File: src/rtl/carry_lookahead_adder.sv
// Registered N-bit two-level carry-lookahead adder (S = A + B + Cin, one cycle latency).
// Define CLA_OVERFLOW_EN to add the registered signed-overflow output V.
module carry_lookahead_adder #(
  parameter int unsigned N     = 4,
  parameter int unsigned GROUP = 4
) (
  input  logic         clk,
  input  logic         rst_n,
  input  logic         in_valid,
  input  logic [N-1:0] A,
  input  logic [N-1:0] B,
  input  logic         Cin,
  output logic         out_valid,
  output logic [N-1:0] S,
  output logic         Cout
`ifdef CLA_OVERFLOW_EN
  ,
  output logic         V
`endif
);

  localparam int unsigned NG = (N + GROUP - 1) / GROUP;
  localparam int unsigned W  = NG * GROUP;

  logic [N-1:0]  w_g;
  logic [N-1:0]  w_p;
  logic [W-1:0]  w_gx;
  logic [W-1:0]  w_px;
  logic [NG-1:0] w_gg;
  logic [NG-1:0] w_gp;
  logic [NG:0]   w_gc;
  logic [W:0]    w_cx;
  logic [N-1:0]  w_s;

  logic          r_valid;
  logic [N-1:0]  r_s;
  logic          r_cout;

  assign w_g = A & B;
  assign w_p = A ^ B;

  // Pad a partial last group with transparent bits (g=0, p=1) so carries pass through unchanged.
  always_comb begin : pad_gp
    w_gx          = '0;
    w_px          = '1;
    w_gx[N-1:0]   = w_g;
    w_px[N-1:0]   = w_p;
  end

  always_comb begin : group_gen_prop
    logic t;
    t    = 1'b0;
    w_gg = '0;
    w_gp = '1;
    for (int unsigned gi = 0; gi < NG; gi++) begin
      for (int unsigned k = 0; k < GROUP; k++) begin
        t = w_gx[gi*GROUP + k];
        for (int unsigned m = k + 1; m < GROUP; m++) begin
          t = t & w_px[gi*GROUP + m];
        end
        w_gg[gi] = w_gg[gi] | t;
        w_gp[gi] = w_gp[gi] & w_px[gi*GROUP + k];
      end
    end
  end

  // Second level: every group carry-in in fully expanded form from GG/GP and Cin.
  always_comb begin : group_carry
    logic t;
    logic acc;
    t    = 1'b0;
    acc  = 1'b0;
    w_gc = '0;
    w_gc[0] = Cin;
    for (int unsigned gi = 0; gi < NG; gi++) begin
      acc = Cin;
      for (int unsigned k = 0; k < gi + 1; k++) begin
        acc = acc & w_gp[k];
      end
      for (int unsigned k = 0; k < gi + 1; k++) begin
        t = w_gg[k];
        for (int unsigned m = k + 1; m < gi + 1; m++) begin
          t = t & w_gp[m];
        end
        acc = acc | t;
      end
      w_gc[gi+1] = acc;
    end
  end

  // First level: bit carries inside each group, expanded from that group's carry-in.
  always_comb begin : bit_carry
    logic t;
    logic acc;
    int unsigned base;
    t    = 1'b0;
    acc  = 1'b0;
    base = 0;
    w_cx = '0;
    for (int unsigned gi = 0; gi < NG; gi++) begin
      base       = gi * GROUP;
      w_cx[base] = w_gc[gi];
      for (int unsigned j = 0; j + 1 < GROUP; j++) begin
        acc = w_gc[gi];
        for (int unsigned m = 0; m < j + 1; m++) begin
          acc = acc & w_px[base + m];
        end
        for (int unsigned k = 0; k < j + 1; k++) begin
          t = w_gx[base + k];
          for (int unsigned m = k + 1; m < j + 1; m++) begin
            t = t & w_px[base + m];
          end
          acc = acc | t;
        end
        w_cx[base + j + 1] = acc;
      end
    end
    w_cx[W] = w_gc[NG];
  end

  assign w_s = w_p ^ w_cx[N-1:0];

  always_ff @(posedge clk or negedge rst_n) begin
    if (!rst_n) begin
      r_valid <= 1'b0;
      r_s     <= '0;
      r_cout  <= 1'b0;
    end else begin
      r_valid <= in_valid;
      if (in_valid) begin
        r_s    <= w_s;
        r_cout <= w_cx[N];
      end
    end
  end

  assign out_valid = r_valid;
  assign S         = r_s;
  assign Cout      = r_cout;

`ifdef CLA_OVERFLOW_EN
  logic r_v;

  always_ff @(posedge clk or negedge rst_n) begin
    if (!rst_n) begin
      r_v <= 1'b0;
    end else if (in_valid) begin
      r_v <= w_cx[N-1] ^ w_cx[N];
    end
  end

  assign V = r_v;
`endif

endmodule

File: config.mk
export PLATFORM = sky130hd
export DESIGN_NAME = carry_lookahead_adder
export DESIGN_NICKNAME = d
export VERILOG_FILES = /design/src/rtl/carry_lookahead_adder.sv
export SDC_FILE = /design/constraint.sdc
export NUM_CORES = 1
export LEC_CHECK = 0
export ABC_AREA = 1
export BUFFER_PORTS_ARGS = -buffer_cell sky130_fd_sc_hd__clkbuf_2
export CELL_PAD_IN_SITES_DETAIL_PLACEMENT = 0
export CELL_PAD_IN_SITES_GLOBAL_PLACEMENT = 1
export CORE_AREA = 5 5 42 44
export DETAILED_ROUTE_END_ITERATION = 10
export DIE_AREA = 0 0 47 49
export PLACE_DENSITY_LB_ADDON = 0.1
export SYNTH_ARGS = -nofsm -noshare
export SYNTH_HDL_FRONTEND = slang
export SYNTH_SLANG_ARGS = --single-unit
File: constraint.sdc
create_clock -name clk -period 0.94 [get_ports clk]
set_input_delay 0.282 -clock clk [delete_from_list [all_inputs] [get_ports clk]]
set_output_delay 0.282 -clock clk [all_outputs]
set_load 0.05 [all_outputs]
Word level (Yosys, flattened, before mapping)
Cells that the tools add are included.
{"block": "op_classes", "n_bitwise": 26}
{"op": "$and 1x1->1", "count": 13}
{"op": "$or 1x1->1", "count": 10}
{"op": "$xor 4x4->4", "count": 2}
{"op": "$and 4x4->4", "count": 1}
{"block": "word_totals", "output_inout_bits": 6, "reg_bits": 6, "elab_cells": 29, "in_bits": 12}

Depth between registers and ports, before layout
Gate-level depths: netlist of the first run.
{"block": "depth", "word_depth": 8, "ltp_mapped": 9, "depth_no_buf": 9}

Worst setup path before layout of the first run
No wires, ideal clock.
{"block": "synth_timing", "path_type": "input to register", "from": "in A[0]", "to": "reg r_s[3], in the netlist S[3]", "arrival_ns": 1.140, "setup_time_ns": 0.118, "path_stages": 8, "n_path_buf": 0, "path_slack_ns": -0.317, "required_ns": 0.822, "cell_sequence": "ha_1 > ha_1 > nand2_1 > nand3b_2 > nand2_2 > nand3_1 > nand3_1 > nand2_1"}
{"block": "synth_between", "elab_chain_cells": 8, "elab_cells_between_ends": 11, "cone_classes": "bitwise (11)"}
{"item": "start, declared", "line": "10", "rtl": "input logic [N-1:0] A,"}
{"item": "$xor 4x4->4", "line": "40", "rtl": "assign w_p = A ^ B;"}
{"item": "$and 1x1->1 (3 in series)", "line": "106", "rtl": "acc = acc & w_px[base + m];"}
{"item": "$or 1x1->1 (*) (3 in series)", "line": "113", "rtl": "acc = acc | t;"}
{"item": "$xor 4x4->4 (*)", "line": "121", "rtl": "assign w_s = w_p ^ w_cx[N-1:0];"}
{"item": "end signal, assigned", "line": "131", "rtl": "r_s <= w_s;"}
{"item": "end, declared", "line": "36", "rtl": "logic [N-1:0] r_s;"}
Mark *: on every way between the ends. The rest lies on a longest branch, timed or not.
A chain may end at the register's enable or synchronous reset.

Final worst setup path of the first run
{"block": "layout_timing", "from": "reg r_s[0], in the netlist S[0]", "to": "out S[0]"}
{"item": "end, declared", "line": "14", "rtl": "output logic [N-1:0] S,"}
No word-level cell between the ends.

==> impl_metrics.sql, run 1 <==
INSERT INTO impl_metrics (metric_group, metric, value, unit) VALUES
('setup_path', 'cp-startpoint', 'S[0]$_DFFE_PN0P_', ''),
('place', 'dpl_cell_area', '618.1', 'µm²'),
('detailed_routing', 'routed_wire_length_per_instance', '11.44', 'µm'),
('timing', 'setup_viol_count_final', '9', ''),
('setup_path', 'crit_arrival', '0.80', 'ns'),
('detailed_routing', 'drtIter0Drc', '1', ''),
('run', 'maxCapViolCount', '0', ''),
('setup_path', 'critical_path_peak_fanout', '2', ''),
('global_route', 'grt_start_max_net_pins', '8', ''),
('timing', 'finalClockSkew', '0', 'ns'),
('timing', 'max_freq', '0.9205', 'GHz'),
('worst_hold_path', 'worst_hold_path_class', 'primary input to flop', ''),
('finish', 'nets', '95', ''),
('global_route', 'grt_first_pass_wirelength', '1800', 'µm'),
('power_and_ir_drop', 'power.switching', '0.0004040', 'W'),
('power_and_ir_drop', 'power_density_relative_to_cell_area', '1382', 'nW/µm²'),
('setup_path', 'crit_type', 'flop to output port', ''),
('floorplanning', 'die_x', '47', 'µm'),
('global_route', 'antenna_violations_before_repair', '0', ''),
('place', 'hpwlAfterDp', '801', 'µm'),
('logic_synthesis', 'synth_edf_count', '0', ''),
('clocking', 'deepest_clock_path_buffer_count', '2', ''),
('clocking', 'tritoncts_clock_tree', 'done', ''),
('logic_synthesis', 'synth-warning-count', '0', ''),
('clocking', 'cts.clk_slew.worst_paths', '0.05', 'ns'),
('setup_path', 'crit_path_max_incr_delay', '0.40', 'ns'),
('logic_synthesis', 'synth_xor_area_share', '2.236', '%'),
('logic_synthesis', 'synth.area.mux_share', '0', '%'),
('outcome', 'failed_checks', 'setup timing', ''),
('logic_synthesis', 'synth.distinct_cells', '14', ''),
('setup_path', 'critical_path.slowest_cell', 'sky130_fd_sc_hd__dfrtp_1', ''),
('setup_path', 'crit_path_end', 'S[0]', ''),
('setup_path', 'worst_setup_path_end_kind', 'output port', ''),
('logic_synthesis', 'yosys_most_used_dff', 'sky130_fd_sc_hd__dfrtp_1', ''),
('finish', 'postLayoutCellArea', '807.0', 'µm²'),
('setup_path', 'worst_path_dominant_cell_family', 'flip-flops', ''),
('logic_synthesis', 'synth.largest_area_cell', 'sky130_fd_sc_hd__dfrtp_1', ''),
('logic_synthesis', 'per_instance_average_area_after_synthesis', '8.703', 'µm²'),
('floorplanning', 'design.portCount', '18', ''),
('clocking', 'clock_latency', '0.24', 'ns'),
('global_route', 'grt_use_total', '10.88', '%'),
('logic_synthesis', 'yosys.area.top_type_share', '38.34', '%'),
('setup_path', 'cp_data_required_time', '0.66', 'ns'),
('power_and_ir_drop', 'pwr-share-clk', '21.2', '%'),
('outcome', 'run_status', 'finished with violations', ''),
('timing', 'worstMarginPinSlew', '0.2056', 'ns'),
('timing', 'postLayoutSetupSlackWorst', '-0.1463', 'ns'),
('detailed_routing', 'detailedRoute.firstPassIterationCount', '4', ''),
('clocking', 'cts.sinks', '6', ''),
('logic_synthesis', 'seq_area_frac_synth', '38.34', '%'),
('place', 'dp_worst_setup_slack', '-0.3845', 'ns'),
('setup_path', 'startpoint_type', 'flop', ''),
('power_and_ir_drop', 'power.ir.vdd_worst', '0.4527', 'mV'),
('timing', 'whs', '0.2932', 'ns'),
('floorplanning', 'die_h', '49', 'µm'),
('floorplanning', 'coreArea', '1401', 'µm²'),
('power_and_ir_drop', 'seq_power_share', '29.3', '%'),
('setup_path', 'cp_num_cells', '1', ''),
('timing', 'hold_viol', '0', ''),
('setup_path', 'critical_path.n_buffers_inverters', '1', ''),
('logic_synthesis', 'synth.net_count', '63', ''),
('logic_synthesis', 'post_synthesis_register_bit_count', '6', ''),
('timing', 'fin_crit_sh', '115.6', '%'),
('logic_synthesis', 'synth_area', '391.6', 'µm²'),
('power_and_ir_drop', 'comb_power_share', '49.5', '%'),
('setup_path', 'worstReg2RegEnd', 'S[0]$_DFFE_PN0P_', ''),
('logic_synthesis', 'synth-adder-area-share', '21.09', '%'),
('logic_synthesis', 'syn_inst', '45', ''),
('logic_synthesis', 'most_numerous_cell_types_in_the_synthesized_netlist', 'sky130_fd_sc_hd__nand2_1, sky130_fd_sc_hd__dfrtp_1, sky130_fd_sc_hd__ha_1, sky130_fd_sc_hd__inv_1, sky130_fd_sc_hd__nand3_1', ''),
('power_and_ir_drop', 'internal_power', '0.0007113', 'W'),
('logic_synthesis', 'synth.most_common_cell', 'sky130_fd_sc_hd__nand2_1', '');
cells in the final DEF (no fill, tap or decap), types with 2 or more instances in the layout:
master | netlist | layout
sky130_fd_sc_hd__buf_4 | 0 | 8
sky130_fd_sc_hd__buf_6 | 0 | 3
sky130_fd_sc_hd__buf_8 | 0 | 8
sky130_fd_sc_hd__clkbuf_2 | 0 | 7
sky130_fd_sc_hd__clkbuf_4 | 0 | 3
sky130_fd_sc_hd__dfrtp_1 | 6 | 6
sky130_fd_sc_hd__ha_4 | 0 | 5
sky130_fd_sc_hd__inv_1 | 4 | 4
sky130_fd_sc_hd__nand2_1 | 15 | 10
sky130_fd_sc_hd__nand2_2 | 1 | 4
sky130_fd_sc_hd__nand2_4 | 0 | 2
sky130_fd_sc_hd__nand3_1 | 4 | 2
sky130_fd_sc_hd__nand3_2 | 0 | 2
sky130_fd_sc_hd__nand4_1 | 2 | 2
sky130_fd_sc_hd__o21ai_1 | 0 | 2
metal layers:
| metal | routed length, µm | vias up | global-route usage [%] |
|---|---|---|---|
| li1 | - | 209 | - |
| met2 | 557 | 15 | 18.33 |
| met5 | 0 | - | 0 |
| met1 | 401 | 190 | 11.33 |
| met3 | 65 | 2 | 2.583 |
| met4 | 17 | 0 | 6.912 |
logic make-up after synthesis:
| kind of cell | after synthesis |
|---|---|
| buffers and inverters | 4 |
| xor gates and xnor gates | 1 |
| adders and majority gates | 6 |
| AOI/OAI and AO/OA | 3 |
| and+or+nand+nor | 25 |
| DFF | 6 |
sequential cells by signal, summed over array words and instances (netlist names):
register   cells
out_valid      1
Cout           1
S              4
worst min-delay path by stage:
stage / start / end / slack (ns) / depth (start not counted)
floorplan: rst_n / Cout$_DFFE_PN0P_ / -0.01 / 0
global placement: rst_n / out_valid$_DFF_PN0_ / 0.11 / 1
detailed placement: rst_n / Cout$_DFFE_PN0P_ / 0.12 / 1
CTS: in_valid / out_valid$_DFF_PN0_ / 0.29 / 2
global route: in_valid / out_valid$_DFF_PN0_ / 0.29 / 2
finish: in_valid / out_valid$_DFF_PN0_ / 0.29 / 2
stage by stage:
step,TNS (ns),instances,util [%]
after floorplan,-0.4552,45,-
after global placement,-1.528,83,44.11
after detailed placement,-1.555,83,44.11
after CTS,-1.142,90,54.02
after global routing,-1.333,91,57.59
final,-0.9780,91,57.59
power by group through the flow:
| stage | logic [W] | registers [W] | clock network (W) |
|---|---|---|---|
| 6_report | 0.000552 | 0.000327 | 0.000237 |
| 5_1_grt | 0.000595 | 0.000331 | 0.000263 |
| 4_1_cts | 0.000513 | 0.000317 | 0.000241 |
| 3_5_place_dp | 0.000405 | 0.000317 | 0 |
| 3_3_place_gp | 0.000403 | 0.000315 | 0 |
| 2_1_floorplan | 0.000147 | 0.000445 | 0 |
worst reg2reg max path, delay by kind of cell, from the launching register on:
| kind | cells | cell delay [ns] |
|---|---|---|
| DFF | 1 | 0.40 |
| buffers and inverters | 1 | 0.14 |
| and+or+nand+nor | 2 | 0.11 |
layout make-up:
| cell class | instances | area (µm²) | area share (%) |
|---|---|---|---|
| Timing Repair Buffer | 27 | 259.0 | 32.09 |
| Sequential cell | 6 | 150.1 | 18.60 |
| Multi-Input combinational cell | 35 | 340.3 | 42.17 |
| Tap cell | 16 | 20.02 | 2.481 |
| Clock buffer | 3 | 22.52 | 2.791 |
| Inverter | 4 | 15.01 | 1.860 |
repair_timing:
| action | 4_1_cts | 5_1_grt |
|---|---|---|
| pin swaps | 5 | 14 |
| endpoints found under the setup margin | 10 | 11 |
| resized for setup | 17 | 17 |
| hold endpoints to repair | 6 | 0 |
| buffers inserted | 3 | 1 |
| hold buffers | 1 | 0 |
| gates cloned | 0 | 0 |
Power figures use the tool's default switching activity.
==> run 2, diff against run 1 <==
==> constraint.sdc (replaced) <==
create_clock -name clk -period 0.94 [get_ports clk]
set_input_delay 0.282 -clock clk [delete_from_list [all_inputs] [get_ports clk]]
set_output_delay 0.282 -clock clk [all_outputs]
set_load 0.02 [all_outputs]
==> impl_metrics.sql, run 2 (synthesized netlist as in run 1, its figures left out) <==
INSERT INTO impl_metrics (metric_group, metric, value, unit) VALUES
('outcome', 'run_status', 'finished with violations', ''),
('outcome', 'failed_checks', 'setup timing', ''),
('timing', 'worstMarginPinSlew', '0.2093', 'ns'),
('detailed_routing', 'met1Wirelength', '396', 'µm'),
('detailed_routing', 'route.final.wire_length', '1055', 'µm'),
('run', 'maxCapViolCount', '0', ''),
('floorplanning', 'coreArea', '1401', 'µm²'),
('global_route', 'via_count_of_the_first_global_routing_pass', '424', ''),
('detailed_routing', 'routed-wl-met2', '564', 'µm'),
('power_and_ir_drop', 'total_leakage_power', '0.3815', 'nW'),
('setup_path', 'worst_path_dominant_cell_family', 'flip-flops', ''),
('timing', 'final_period_minus_worst_setup_slack', '1.069', 'ns'),
('setup_path', 'cp_data_required_time', '0.66', 'ns'),
('detailed_routing', 'route.top_layer_used', 'met4', ''),
('detailed_routing', 'drtIter0Drc', '3', ''),
('timing', 'postLayoutSetupSlackWorst', '-0.1287', 'ns'),
('detailed_routing', 'routed_wire_length_per_instance', '11.72', 'µm'),
('setup_path', 'worst_setup_path_end_kind', 'output port', ''),
('worst_hold_path', 'worstHoldPathCells', '2', ''),
('timing', 'setup_viol_count_final', '9', ''),
('floorplanning', 'dieArea', '2303', 'µm²'),
('clocking', 'tritoncts.num_buffers', '3', ''),
('detailed_routing', 'routed_via_density', '4.600', ''),
('finish', 'postLayoutCellArea', '777.0', 'µm²'),
('setup_path', 'critical_path_peak_fanout', '2', ''),
('clocking', 'ctsRootBufferMaster', 'sky130_fd_sc_hd__clkbuf_4', ''),
('floorplanning', 'die_h', '49', 'µm'),
('clocking', 'cts.sinks', '6', ''),
('place', 'port_buffers', '17', ''),
('worst_hold_path', 'hp-start', 'in_valid', ''),
('finish', 'final_layout_size_suffix_gt1_share', '58.11', '%'),
('setup_path', 'setup.reg_to_reg.worst_slack', '0.18', 'ns'),
('detailed_routing', 'drcViolationCount', '0', ''),
('global_route', 'antenna_violations_before_repair', '0', ''),
('floorplanning', 'die_x', '47', 'µm'),
('setup_path', 'critical_path.slowest_cell', 'sky130_fd_sc_hd__dfrtp_1', ''),
('power_and_ir_drop', 'power.ir.vdd_worst', '0.4344', 'mV'),
('setup_path', 'timing.critical_path.cells', 'clkbuf_8', ''),
('detailed_routing', 'postRouteAntennaNets', '0', ''),
('worst_hold_path', 'worst_hold_path_class', 'primary input to flop', ''),
('timing', 'final-max-slew-violation-count', '0', ''),
('timing', 'fin_crit_sh', '113.7', '%'),
('setup_path', 'critical_path.n_buffers_inverters', '1', ''),
('place', 'hpwlAfterDp', '801', 'µm'),
('finish', 'largest_register_ffs', '4', ''),
('floorplanning', 'design.portCount', '18', ''),
('setup_path', 'crit_type', 'flop to output port', ''),
('place', 'gp_congestion', '0.6440', ''),
('timing', 'hold_viol', '0', ''),
('timing', 'grt_setup_unrepaired', 'yes', ''),
('finish', 'final_common_cell', 'sky130_fd_sc_hd__nand2_1', ''),
('floorplanning', 'rows', '14', ''),
('global_route', 'grt_use_total', '10.60', '%'),
('detailed_routing', 'detailedRoute.firstPassIterationCount', '5', ''),
('finish', 'area_delta_synth_final', '98.40', '%'),
('place', 'dpl_cell_area', '618.1', 'µm²'),
('setup_path', 'worstReg2RegEnd', 'S[0]$_DFFE_PN0P_', ''),
('detailed_routing', 'dr_wl_met3', '69', 'µm'),
('finish', 'mostFrequentLayoutCells', 'sky130_fd_sc_hd__nand2_1, sky130_fd_sc_hd__clkbuf_2, sky130_fd_sc_hd__buf_6, sky130_fd_sc_hd__buf_4, sky130_fd_sc_hd__dfrtp_1', ''),
('clocking', 'tritoncts_clock_tree', 'done', ''),
('clocking', 'clock_latency', '0.24', 'ns'),
('power_and_ir_drop', 'power_density_relative_to_cell_area', '1269', 'nW/µm²'),
('global_route', 'grt_first_pass_wirelength', '1745', 'µm'),
('finish', 'antenna_cells', '0', ''),
('floorplanning', 'initial_cell_density_of_the_core', '27.95', '%'),
('timing', 'max_freq', '0.9357', 'GHz'),
('setup_path', 'r2r_cells', '3', ''),
('timing', 'finalClockSkew', '0', 'ns'),
('worst_hold_path', 'worst_hold_path.endpoint', 'out_valid$_DFF_PN0_', ''),
('finish', 'fillerInstances', '144', ''),
('timing', 'setup_tns', '-0.7967', 'ns'),
('finish', 'nets', '94', ''),
('setup_path', 'startpoint_type', 'flop', ''),
('global_route', 'grt_start_max_net_pins', '8', ''),
('setup_path', 'reg2reg_from', 'S[0]$_DFFE_PN0P_', ''),
('global_route', 'gr-total-overflow', '0', ''),
('clocking', 'cts.clk_slew.worst_paths', '0.05', 'ns'),
('timing', 'relSlewSlack', '86.03', '%'),
('setup_path', 'crit_path_max_incr_delay', '0.39', 'ns'),
('detailed_routing', 'detailroute.via_count', '414', ''),
('clocking', 'maximum_level_of_the_cts_h_tree', '1', ''),
('place', 'dp_worst_setup_slack', '-0.3845', 'ns'),
('clocking', 'deepest_clock_path_buffer_count', '2', ''),
('setup_path', 'crit_arrival', '0.79', 'ns');
-- run 2: cell count changes in the layout (fill, tap and decap cells not counted), sizes merged --
cell,change
buf,-3
clkbuf,+2
-- run 2: final cells by class --
cell class                 count  area [µm²]  share of cell area (%)
clock buffer                   3       22.52                   2.899
inverter                       4       15.01                   1.932
multi-input combinational     35       335.3                   43.16
sequential                     6       150.1                   19.32
tap                           16       20.02                   2.576
timing repair buffer          26       234.0                   30.11
-- run 2: what timing repair did --
action,in CTS,in global routing
endpoints found under the hold margin,6,0
hold buffers,1,0
buffers inserted,2,1
endpoints found under the setup margin,10,11
pin swaps,5,13
resized for setup,9,21
-- run 2: where the power goes --
group	internal (W)	switching [W]	leakage [nW]
logic	0.000239	0.000192	0.295
clock network	0.000144	0.0000922	0.0138
registers	0.000295	0.0000236	0.0724
-- run 2: worst max path at each step --
stage | from | end | slack [ns] | depth (start not counted)
CTS | S[0]$_DFFE_PN0P_ | S[0] | -0.14 | 1
detailed placement | A[0] | S[3]$_DFFE_PN0P_ | -0.38 | 9
global route | S[0]$_DFFE_PN0P_ | S[0] | -0.16 | 1
finish | S[0]$_DFFE_PN0P_ | S[0] | -0.13 | 1
global placement | A[0] | S[3]$_DFFE_PN0P_ | -0.38 | 9
floorplan | A[0] | S[3]$_DFFE_PN0P_ | -0.21 | 8
-- run 2: metrics by stage --
step / total power (W) / std cells / utilization [%] / hold WS [ns]
after CTS: 0.0009387 / 89 / 50.98 / 0.2873
after global routing: 0.001057 / 90 / 55.45 / 0.3015
after floorplan: 0.0005085 / 45 / - / -0.01359
after global placement: 0.0006342 / 83 / 44.11 / 0.1139
after detailed placement: 0.0006378 / 83 / 44.11 / 0.1165
final: 0.0009863 / 90 / 55.45 / 0.3033
-- run 2: routing by layer --
metal | global-route usage, % | vias to the layer above
li1 | - | 206
met1 | 11.11 | 191
met2 | 17.65 | 14
met3 | 2.583 | 3
met4 | 6.912 | 0
met5 | 0 | -
